`config.mk`:
```
export PLATFORM = sky130hd
export DESIGN_NAME = ysyx_22041211_idu_stage
export DESIGN_NICKNAME = d
export VERILOG_FILES = /design/src/rtl/ysyx_22041211_idu_pkg.sv /design/src/rtl/ysyx_22041211_imm_gen.sv /design/src/rtl/ysyx_22041211_idu_stage.sv
export SDC_FILE = /design/constraint.sdc
export NUM_CORES = 1
export LEC_CHECK = 0
export CAP_MARGIN = 20
export CELL_PAD_IN_SITES_DETAIL_PLACEMENT = 0
export CELL_PAD_IN_SITES_GLOBAL_PLACEMENT = 1
export CORE_MARGIN = 5
export CORE_UTILIZATION = 35
export CTS_BUF_LIST = sky130_fd_sc_hd__clkbuf_8 sky130_fd_sc_hd__clkbuf_16
export DETAILED_ROUTE_END_ITERATION = 12
export PLACE_DENSITY = 0.87
export SETUP_SLACK_MARGIN = 0.3
export SLEW_MARGIN = 40
export SYNTH_ARGS = -nofsm -noshare
export SYNTH_HDL_FRONTEND = slang
export SYNTH_SLANG_ARGS = --single-unit
```
`constraint.sdc`:
```
create_clock -name clk -period 2.8 [get_ports clk]
set_input_delay 0.84 -clock clk [delete_from_list [all_inputs] [get_ports clk]]
set_output_delay 0.84 -clock clk [all_outputs]
set_load 0.02 [all_outputs]
```
`src/rtl/ysyx_22041211_idu_pkg.sv`:
```
// Shared RV32I decode definitions: opcodes, instruction classes, ALU operations
// and immediate formats used by the decode stage and its immediate generator.
package ysyx_22041211_idu_pkg;

  localparam logic [6:0] OPC_LUI    = 7'b0110111;
  localparam logic [6:0] OPC_AUIPC  = 7'b0010111;
  localparam logic [6:0] OPC_JAL    = 7'b1101111;
  localparam logic [6:0] OPC_JALR   = 7'b1100111;
  localparam logic [6:0] OPC_BRANCH = 7'b1100011;
  localparam logic [6:0] OPC_LOAD   = 7'b0000011;
  localparam logic [6:0] OPC_STORE  = 7'b0100011;
  localparam logic [6:0] OPC_OP_IMM = 7'b0010011;
  localparam logic [6:0] OPC_OP     = 7'b0110011;
  localparam logic [6:0] OPC_FENCE  = 7'b0001111;
  localparam logic [6:0] OPC_SYSTEM = 7'b1110011;

  typedef enum logic [3:0] {
    KIND_ALU     = 4'd0,
    KIND_LOAD    = 4'd1,
    KIND_STORE   = 4'd2,
    KIND_BRANCH  = 4'd3,
    KIND_JAL     = 4'd4,
    KIND_JALR    = 4'd5,
    KIND_CSR     = 4'd6,
    KIND_SYSTEM  = 4'd7,
    KIND_FENCE   = 4'd8,
    KIND_ILLEGAL = 4'd15
  } kind_e;

  typedef enum logic [3:0] {
    ALU_ADD    = 4'd0,
    ALU_SUB    = 4'd1,
    ALU_SLL    = 4'd2,
    ALU_SLT    = 4'd3,
    ALU_SLTU   = 4'd4,
    ALU_XOR    = 4'd5,
    ALU_SRL    = 4'd6,
    ALU_SRA    = 4'd7,
    ALU_OR     = 4'd8,
    ALU_AND    = 4'd9,
    ALU_PASS_B = 4'd10
  } alu_e;

  typedef enum logic [2:0] {
    FMT_R, FMT_I, FMT_S, FMT_B, FMT_U, FMT_J, FMT_SHAMT
  } imm_fmt_e;

  typedef struct packed {
    kind_e      kind;
    alu_e       alu_op;
    logic [4:0] rs1;
    logic [4:0] rs2;
    logic [4:0] rd;
    logic       rd_wen;
    logic       src_a_pc;
    logic       src_b_imm;
    logic [2:0] funct3;
  } dec_t;

  // alt selects SUB/SRA; callers only raise it where the encoding allows it
  function automatic alu_e alu_from_f3(input logic [2:0] f3, input logic alt);
    alu_e op;
    case (f3)
      3'b000:  op = alt ? ALU_SUB : ALU_ADD;
      3'b001:  op = ALU_SLL;
      3'b010:  op = ALU_SLT;
      3'b011:  op = ALU_SLTU;
      3'b100:  op = ALU_XOR;
      3'b101:  op = alt ? ALU_SRA : ALU_SRL;
      3'b110:  op = ALU_OR;
      default: op = ALU_AND;
    endcase
    return op;
  endfunction

endpackage

```
`src/rtl/ysyx_22041211_imm_gen.sv`:
```
// Combinational immediate extraction: instruction bits [31:7] plus format
// select produce the 32-bit sign-extended (or zero-extended shamt) immediate.
module ysyx_22041211_imm_gen
  import ysyx_22041211_idu_pkg::*;
(
  input  logic [31:7] inst,
  input  imm_fmt_e    fmt,
  output logic [31:0] imm
);

  always_comb begin
    imm = '0;
    case (fmt)
      FMT_I:     imm = {{20{inst[31]}}, inst[31:20]};
      FMT_S:     imm = {{20{inst[31]}}, inst[31:25], inst[11:7]};
      FMT_B:     imm = {{19{inst[31]}}, inst[31], inst[7], inst[30:25], inst[11:8], 1'b0};
      FMT_U:     imm = {inst[31:12], 12'b0};
      FMT_J:     imm = {{11{inst[31]}}, inst[31], inst[19:12], inst[20], inst[30:21], 1'b0};
      FMT_SHAMT: imm = {27'b0, inst[24:20]};
      default:   imm = '0;
    endcase
  end

endmodule

```
`src/rtl/ysyx_22041211_idu_stage.sv`:
```
// RV32I decode stage: combinational decode of the fetched word feeding a
// one-entry output register with valid/ready handshake and redirect flush.
module ysyx_22041211_idu_stage
  import ysyx_22041211_idu_pkg::*;
#(
  parameter int ADDR_WIDTH = 32,
  parameter int DATA_WIDTH = 32
) (
  input  logic                  clk,
  input  logic                  rst,
  input  logic                  in_valid,
  output logic                  in_ready,
  input  logic [ADDR_WIDTH-1:0] in_pc,
  input  logic [DATA_WIDTH-1:0] in_inst,
  input  logic                  flush_i,
  output logic                  out_valid,
  input  logic                  out_ready,
  output logic [ADDR_WIDTH-1:0] out_pc,
  output logic [DATA_WIDTH-1:0] out_imm,
  output logic [4:0]            out_rs1,
  output logic [4:0]            out_rs2,
  output logic [4:0]            out_rd,
  output logic                  out_rd_wen,
  output logic [3:0]            out_kind,
  output logic [3:0]            out_alu_op,
  output logic                  out_src_a_pc,
  output logic                  out_src_b_imm,
  output logic [2:0]            out_funct3
);

  logic [6:0] opcode;
  logic [2:0] f3;
  logic [6:0] f7;
  logic [4:0] rd;
  assign opcode = in_inst[6:0];
  assign f3     = in_inst[14:12];
  assign f7     = in_inst[31:25];
  assign rd     = in_inst[11:7];

  kind_e       kind;
  alu_e        alu_op;
  imm_fmt_e    fmt;
  logic        src_a_pc;
  logic        src_b_imm;
  logic        writes_rd;
  logic [31:0] imm_raw;
  dec_t        dec_next;
  logic [31:0] imm_next;

  always_comb begin
    kind      = KIND_ILLEGAL;
    alu_op    = ALU_ADD;
    fmt       = FMT_R;
    src_a_pc  = 1'b0;
    src_b_imm = 1'b0;
    writes_rd = 1'b0;
    case (opcode)
      OPC_LUI: begin
        kind = KIND_ALU; alu_op = ALU_PASS_B; fmt = FMT_U; src_b_imm = 1'b1; writes_rd = 1'b1;
      end
      OPC_AUIPC: begin
        kind = KIND_ALU; fmt = FMT_U; src_a_pc = 1'b1; src_b_imm = 1'b1; writes_rd = 1'b1;
      end
      // jumps compute pc + 4 for the link value; execute supplies the constant
      OPC_JAL: begin
        kind = KIND_JAL; fmt = FMT_J; src_a_pc = 1'b1; writes_rd = 1'b1;
      end
      OPC_JALR: if (f3 == 3'b000) begin
        kind = KIND_JALR; fmt = FMT_I; src_a_pc = 1'b1; writes_rd = 1'b1;
      end
      OPC_BRANCH: if (f3[2:1] != 2'b01) begin
        kind   = KIND_BRANCH; fmt = FMT_B;
        alu_op = !f3[2] ? ALU_SUB : (f3[1] ? ALU_SLTU : ALU_SLT);
      end
      OPC_LOAD: if (f3 != 3'b011 && f3[2:1] != 2'b11) begin
        kind = KIND_LOAD; fmt = FMT_I; src_b_imm = 1'b1; writes_rd = 1'b1;
      end
      OPC_STORE: if (f3 < 3'b011) begin
        kind = KIND_STORE; fmt = FMT_S; src_b_imm = 1'b1;
      end
      OPC_OP_IMM: if ((f3 != 3'b001 || f7 == 7'b0000000) &&
                      (f3 != 3'b101 || f7 == 7'b0000000 || f7 == 7'b0100000)) begin
        kind      = KIND_ALU;
        fmt       = (f3[1:0] == 2'b01) ? FMT_SHAMT : FMT_I;
        alu_op    = alu_from_f3(f3, f3 == 3'b101 && in_inst[30]);
        src_b_imm = 1'b1; writes_rd = 1'b1;
      end
      OPC_OP: if (f7 == 7'b0000000 || (f7 == 7'b0100000 && (f3 == 3'b000 || f3 == 3'b101))) begin
        kind = KIND_ALU; alu_op = alu_from_f3(f3, in_inst[30]); writes_rd = 1'b1;
      end
      OPC_FENCE: if (f3[2:1] == 2'b00) kind = KIND_FENCE;
      OPC_SYSTEM: begin
        if (f3 == 3'b000) begin
          if (in_inst[31:7] == 25'h0 || in_inst[31:7] == 25'h2000 || in_inst[31:7] == 25'h604000) begin
            kind = KIND_SYSTEM; fmt = FMT_I;
          end
        end else if (f3 != 3'b100) begin
          kind = KIND_CSR; fmt = FMT_I; writes_rd = 1'b1;
        end
      end
      default: kind = KIND_ILLEGAL;
    endcase
  end

  ysyx_22041211_imm_gen u_imm_gen (
    .inst (in_inst[31:7]),
    .fmt  (fmt),
    .imm  (imm_raw)
  );

  always_comb begin
    dec_next.kind      = kind;
    dec_next.alu_op    = alu_op;
    dec_next.rs1       = in_inst[19:15];
    dec_next.rs2       = in_inst[24:20];
    dec_next.rd        = rd;
    dec_next.rd_wen    = writes_rd && (rd != 5'd0);
    dec_next.src_a_pc  = src_a_pc;
    dec_next.src_b_imm = src_b_imm;
    dec_next.funct3    = f3;
    imm_next           = (kind == KIND_ILLEGAL) ? 32'd0 : imm_raw;
  end

  logic                  valid_reg;
  logic [ADDR_WIDTH-1:0] pc_reg;
  logic [DATA_WIDTH-1:0] imm_reg;
  dec_t                  dec_reg;
  logic                  accept;

  assign in_ready = flush_i || !valid_reg || out_ready;
  assign accept   = in_valid && in_ready && !flush_i;

  always_ff @(posedge clk or negedge rst) begin
    if (!rst) begin
      valid_reg <= 1'b0;
      pc_reg    <= '0;
      imm_reg   <= '0;
      dec_reg   <= '0;
    end else if (flush_i) begin
      valid_reg <= 1'b0;
    end else if (accept) begin
      valid_reg <= 1'b1;
      pc_reg    <= in_pc;
      imm_reg   <= imm_next;
      dec_reg   <= dec_next;
    end else if (out_ready) begin
      valid_reg <= 1'b0;
    end
  end

  assign out_valid     = valid_reg;
  assign out_pc        = pc_reg;
  assign out_imm       = imm_reg;
  assign out_rs1       = dec_reg.rs1;
  assign out_rs2       = dec_reg.rs2;
  assign out_rd        = dec_reg.rd;
  assign out_rd_wen    = dec_reg.rd_wen;
  assign out_kind      = dec_reg.kind;
  assign out_alu_op    = dec_reg.alu_op;
  assign out_src_a_pc  = dec_reg.src_a_pc;
  assign out_src_b_imm = dec_reg.src_b_imm;
  assign out_funct3    = dec_reg.funct3;

endmodule
```
## Word level (Yosys, flattened, before mapping)

Index checks and enable logic that the tools add are counted.
Widths: inputs -> output; s select.

| storage, ports and cells | value |
|---|---|
| flip-flop bits (word level) | 94 |
| bits of input ports | 69 |
| output and inout bits | 95 |

| cells by class | value |
|---|---|
| magnitude comparators | 1 |
| eq/ne operators | 34 |
| mux-type cells | 48 |
| bitwise logic cells | 1 |
| reductions and logical operators | 28 |

Operators by type and width:

| kind | count |
|---|---|
| $pmux 32 s6 | 1 |
| $pmux 4 s7 | 2 |
| $mux 4 | 11 |
| $pmux 4 s10 | 1 |
| $mux 32 | 1 |
| $eq 7x6->1 const B | 4 |
| $eq 7x7->1 const B | 4 |
| $eq 25x14->1 const B | 1 |
| $eq 25x23->1 const B | 1 |
| $logic_not 25->1 | 1 |
| $pmux 3 s8 | 1 |
| $mux 3 | 7 |
| $eq 3x3->1 const B | 6 |
| $mux 1 | 18 |
| $pmux 4 s4 | 1 |
| $eq 7x5->1 const B | 2 |
| $eq 3x2->1 const B | 4 |
| $logic_or 1x1->1 | 9 |
| $eq 7x2->1 const B | 1 |
| $eq 7x4->1 const B | 1 |
| $logic_and 1x1->1 | 7 |
| $logic_not 7->1 | 1 |
| $eq 3x1->1 const B | 2 |
| $ne 3x3->1 const B | 2 |
| other kinds (20) | 23 |

## Logic depth before layout (Yosys ltp)

| depth | value |
|---|---|
| depth in word-level cells | 9 |
| mapped depth | 9 |

## Modules after synthesis

From an unflattened synthesis, not the netlist that was laid out.

| unflattened totals | value |
|---|---|
| cells, all modules | 509 |
| area, all modules | 4668.2 um2 |

Modules (own cells, without submodules):

| module | times used | cells an instance | area an instance (um2) |
|---|---|---|---|
| ysyx_22041211_idu_stage | 1 | 442 | 4249.1 |
| ysyx_22041211_imm_gen | 1 | 67 | 419.2 |

## Least setup slack after synthesis

Ideal clock, no wire load.

| path | value |
|---|---|
| path type | input to register |
| start | input in_inst[5] |
| end | register imm_reg[12], in the netlist out_imm[12] |
| library setup time | 0.126 ns |
| data arrival time | 2.346 ns |
| data required time | 2.674 ns |
| path slack | 0.328 ns |
| stages on the path | 8 |
| cells stage by stage | buf_2 -> and2_1 -> buf_2 -> a22o_1 -> o21a_1 -> a211oi_4 -> a21oi_2 -> a221o_1 |

| on the way | value |
|---|---|
| word-level cells in the longest chain between the ends | 6 |
| elaborated cells between the ends (all ways) | 23 |
| those cells by class | 18 x eq/ne; 4 x mux; 1 x reduce/logical |

RTL lines:

| element | line | RTL |
|---|---|---|
| from (decl) | ysyx_22041211_idu_stage.sv:14 | `input logic [DATA_WIDTH-1:0] in_inst,` |
| $eq 7x5->1 or $eq 7x6->1 (tied branches) | ysyx_22041211_idu_stage.sv:57 | `case (opcode)` |
| $reduce_or 2->1 (no line) | -- |  |
| $pmux 3 s8 | ysyx_22041211_idu_stage.sv:57 |  |
| $eq 3x3->1 (tied with other cells) | ysyx_22041211_imm_gen.sv:13 | `case (fmt)` |
| $pmux 32 s6 | ysyx_22041211_imm_gen.sv:13 |  |
| $mux 32 * | ysyx_22041211_idu_stage.sv:121 | `imm_next = (kind == KIND_ILLEGAL) ? 32'd0 : imm_raw;` |
| to (signal assigned) | ysyx_22041211_idu_stage.sv:144 | `imm_reg <= imm_next;` |
| to (decl) | ysyx_22041211_idu_stage.sv:126 | `logic [DATA_WIDTH-1:0] imm_reg;` |

Mark *: on every way between the ends. The rest lies on a longest branch, timed or not.
A chain may end at the register's enable or synchronous reset.

## Final worst setup path

| path | value |
|---|---|
| start | input in_inst[6] |
| end | register imm_reg[21], in the netlist out_imm[21] |

Same word-level chain as after synthesis.

==> summary.md <==
| Metric | Value |
|---|---|
| Outcome | finished clean |
| Slowest Stage Delay on Critical Path | roughly 0.25 ns |
| Syn-to-layout area delta | 65.29% |
| Relative max-transition margin | between 60% and 70% |
| Layout net count | 803 |
| Syn Area/Cell | 8.976 µm² |
| Final hold vios | 0 |
| PortBufs | 163 |
| Critical path peak fanout | 5 |
| Top cells by area, synth | dfrtp_1 52%, nand2_1 14%, a22o_1 2.9% |
| CP Data Arrival Time | 2.70 ns |
| Largest net degree at the start of global routing | 45 |
| Worst setup SP type | input port |
| Ant diodes | 0 |
| Core area | 12620 µm² |
| Yosys top cell area share | between 50% and 60% |
| Root Buffer Master | clkbuf_16 |
| VDD IR max | 0.2561 mV |
| Number of global-route vias before repair | 4662 |
| Initial antenna violation count | 0 |
| Vias | 4594 |
| Antenna viol nets, final | 0 |
| Setup CP Type | in2reg |
| RSZ-0062 raised after global routing | yes |
| Top cell by count, worst path | buf_4 |
| Initial Util | approximately 36% |
| Tmin final | 2.436 ns |
| Tot Pwr | 3.927 mW |
| Clk buf depth | 2 |
| Placed cells | 887 |
| FP Rows | between 40 and 50 |
| First-pass detailed-route iteration total | 5 |
| Most frequent cells in the layout | 165 x nand2_1, 131 x clkdlybuf4s50_1, 94 x dfrtp_1 |
| Worst Tran Pin Value | 0.5558 ns |
| CTS tree | done |
| Sequential-to-total area share from yosys stat | between 50% and 60% |
| Critical-path top delay cell | dlygate4sd2_1 |
| GRT overflow | 0 |
| DRC | 0 |
| Overall routing resource usage | 20.54% |
| Post-synthesis instance total | 500 |
| Cts bufs inserted | 9 |
| Post-route insts no fill | 910 |
| Most common cell after layout, fill and taps aside | nand2_1 |
| H-tree Lvls | 3 |
| Critical path cell sequence | dlygate4sd2_1 -> buf_4 -> nor2_2 -> buf_4 -> a21oi_1 -> nor2_1 -> buf_4 -> a211oi_4 -> buf_6 -> o21a_4 -> buf_6 -> a21oi_2 |
| CP Capture Type | flop |
| Drt total wl | 15710 µm |
| CTS Hold Buffers Added | 0 |
| IO Pins | 164 |
| Die width | between 100 and 150 µm |
| Crit path required time | 3.06 ns |
| Layout filler cell count | 1090 |
| Worst-path clk slew | 0.06 ns |
| First-pass GRT wire length | 24340 µm |
| Layout Skew | 0.004920 ns |
| Initial drt markers | 327 |
| Worst setup margin | about 0.36 ns |
| Yosys synthesis warning count | 0 |
| Synth cell types | 55 |
| Max Fclk | slightly above 0.4 GHz |
| Slew Limit Fails | 0 |
| Net count after synthesis | between 500 and 600 |
| Max-cap viol count | 0 |
| Yosys reg bits | 94 |
| Drt wl/cell | ~17 µm |
| Post-synth top area cell | dfrtp_1 |
| Gpl congestion | 0.8799 |
| Worst skew pair latency | ~0.34 ns |
| Asr flop ratio synth | 100.0% |
| Layout cells sized above 1 | about a fifth |
| Cell Area, Synth | 4488 µm² |
| DP Wirelength | 12090 µm |
| Via/cell ratio | between 5 and 6 |
| Die Span Y | 123.2 µm |
| Pwr Density | 529.4 nW/µm² |
| Ys flop type | dfrtp_1 |
| Pleak | 3.461 nW |
| R2R setup slack | between 1 and 1.5 ns |
| Hold Crit Class | reg2reg |
| Final worst-path cycle share | 87.01% |
| # setup viols final | 0 |
| Fin Setup TNS | 0 ns |
| DP Worst Slack | -0.2480 ns |
| Post-synth EDFFs | 0 |
| Clock sinks | 94 |
| Die area | 15190 µm² |
| Worst hold slack | 0.4764 ns |
## power by group
part / total, mW / switching [mW] / internal (mW)
clock: 1.29 / 0.498 / 0.797
sequential: 1.60 / 0.0880 / 1.51
combinational: 1.04 / 0.543 / 0.493
total: 3.93 / 1.13 / 2.80
## through the flow
stage	area, µm²	util, %
after floorplan	4488	-
after global placement	6873	54.46
after detailed placement	6873	54.46
after CTS	7376	58.45
after global routing	7418	58.78
final	7418	58.78
## Yosys cell counts, types with 3 or more instances
| cell type | n |
|---|---|
| a22oi_1 | 4 |
| clkbuf_1 | 21 |
| nand3_1 | 8 |
| o21ai_0 | 20 |
| nor2b_1 | 7 |
| nand2b_1 | 9 |
| a22o_1 | 15 |
| nor3_1 | 8 |
| nor2_1 | 33 |
| a31oi_1 | 5 |
| nand2_1 | 166 |
| and2_1 | 4 |
| buf_2 | 6 |
| nor4_1 | 3 |
| a21oi_2 | 12 |
| nand4_1 | 3 |
| o31ai_1 | 3 |
| a21oi_1 | 13 |
| dfrtp_1 | 94 |
| a221o_1 | 8 |
| o21a_1 | 3 |
| inv_1 | 12 |
## area by class of cell
cell class,count,area [µm²],area share [%]
Clock buffer,10,239.0,3.221
Clock inverter,5,76.32,1.029
Inverter,12,45.04,0.6072
Tap cell,172,215.2,2.901
Timing Repair Buffer,253,2345,31.61
Multi-Input combinational cell,364,2146,28.93
Sequential cell,94,2352,31.71
## state kept, by name (all words and copies together) (netlist names)
signal	count
out_src_b_imm	1
out_kind	4
out_rs1	5
out_rd_wen	1
out_valid	1
out_src_a_pc	1
out_imm	32
out_alu_op	4
out_funct3	3
out_rs2	5
out_pc	32
out_rd	5
## path summary, 6_finish.rpt
kind                                     to  startpoint  cells after the start
worst min register to register    out_pc[6]   out_pc[6]                      2
max in group asynchronous         out_valid         rst                      2
worst min-delay path              out_pc[6]   out_pc[6]                      2
worst max-delay path            out_imm[21]  in_inst[6]                     12
worst max register to register  out_imm[13]   out_valid                      6
min in group asynchronous       out_kind[3]         rst                      1
## cell families (layout without fill, tap and decap cells)
logic type,Yosys count,in the layout,synth area share (%)
and+or+nand+nor,258,258,25.95
AOI/OAI and AO/OA,101,101,16.73
DFF,94,94,52.41
buffers and inverters,42,280,3.847
xor gates and xnor gates,3,3,0.5856
muxes,2,2,0.4739
## metal layers
metal | up-vias | global-route usage, % | part of all wire, %
li1 | 2176 | - | -
met1 | 2242 | 25.98 | 40
met2 | 149 | 36.19 | 52
met3 | 27 | 2.973 | 5.2
met4 | 0 | 6.505 | 2.2
met5 | - | 0 | 0
## critical path, delay by kind of cell
family | cells | cell delay (ns)
buf+inv | 6 | 1.02
simple gates | 2 | 0.38
compound gates | 4 | 0.44
## what timing repair did
item	CTS	global route
gates resized for setup	65	22
endpoints found under the hold margin	0	0
buffers inserted	7	1
pin swaps	13	11
cloned	0	0
endpoints found under the setup margin	41	40
Note: power is estimated with default switching activity, not from simulation.
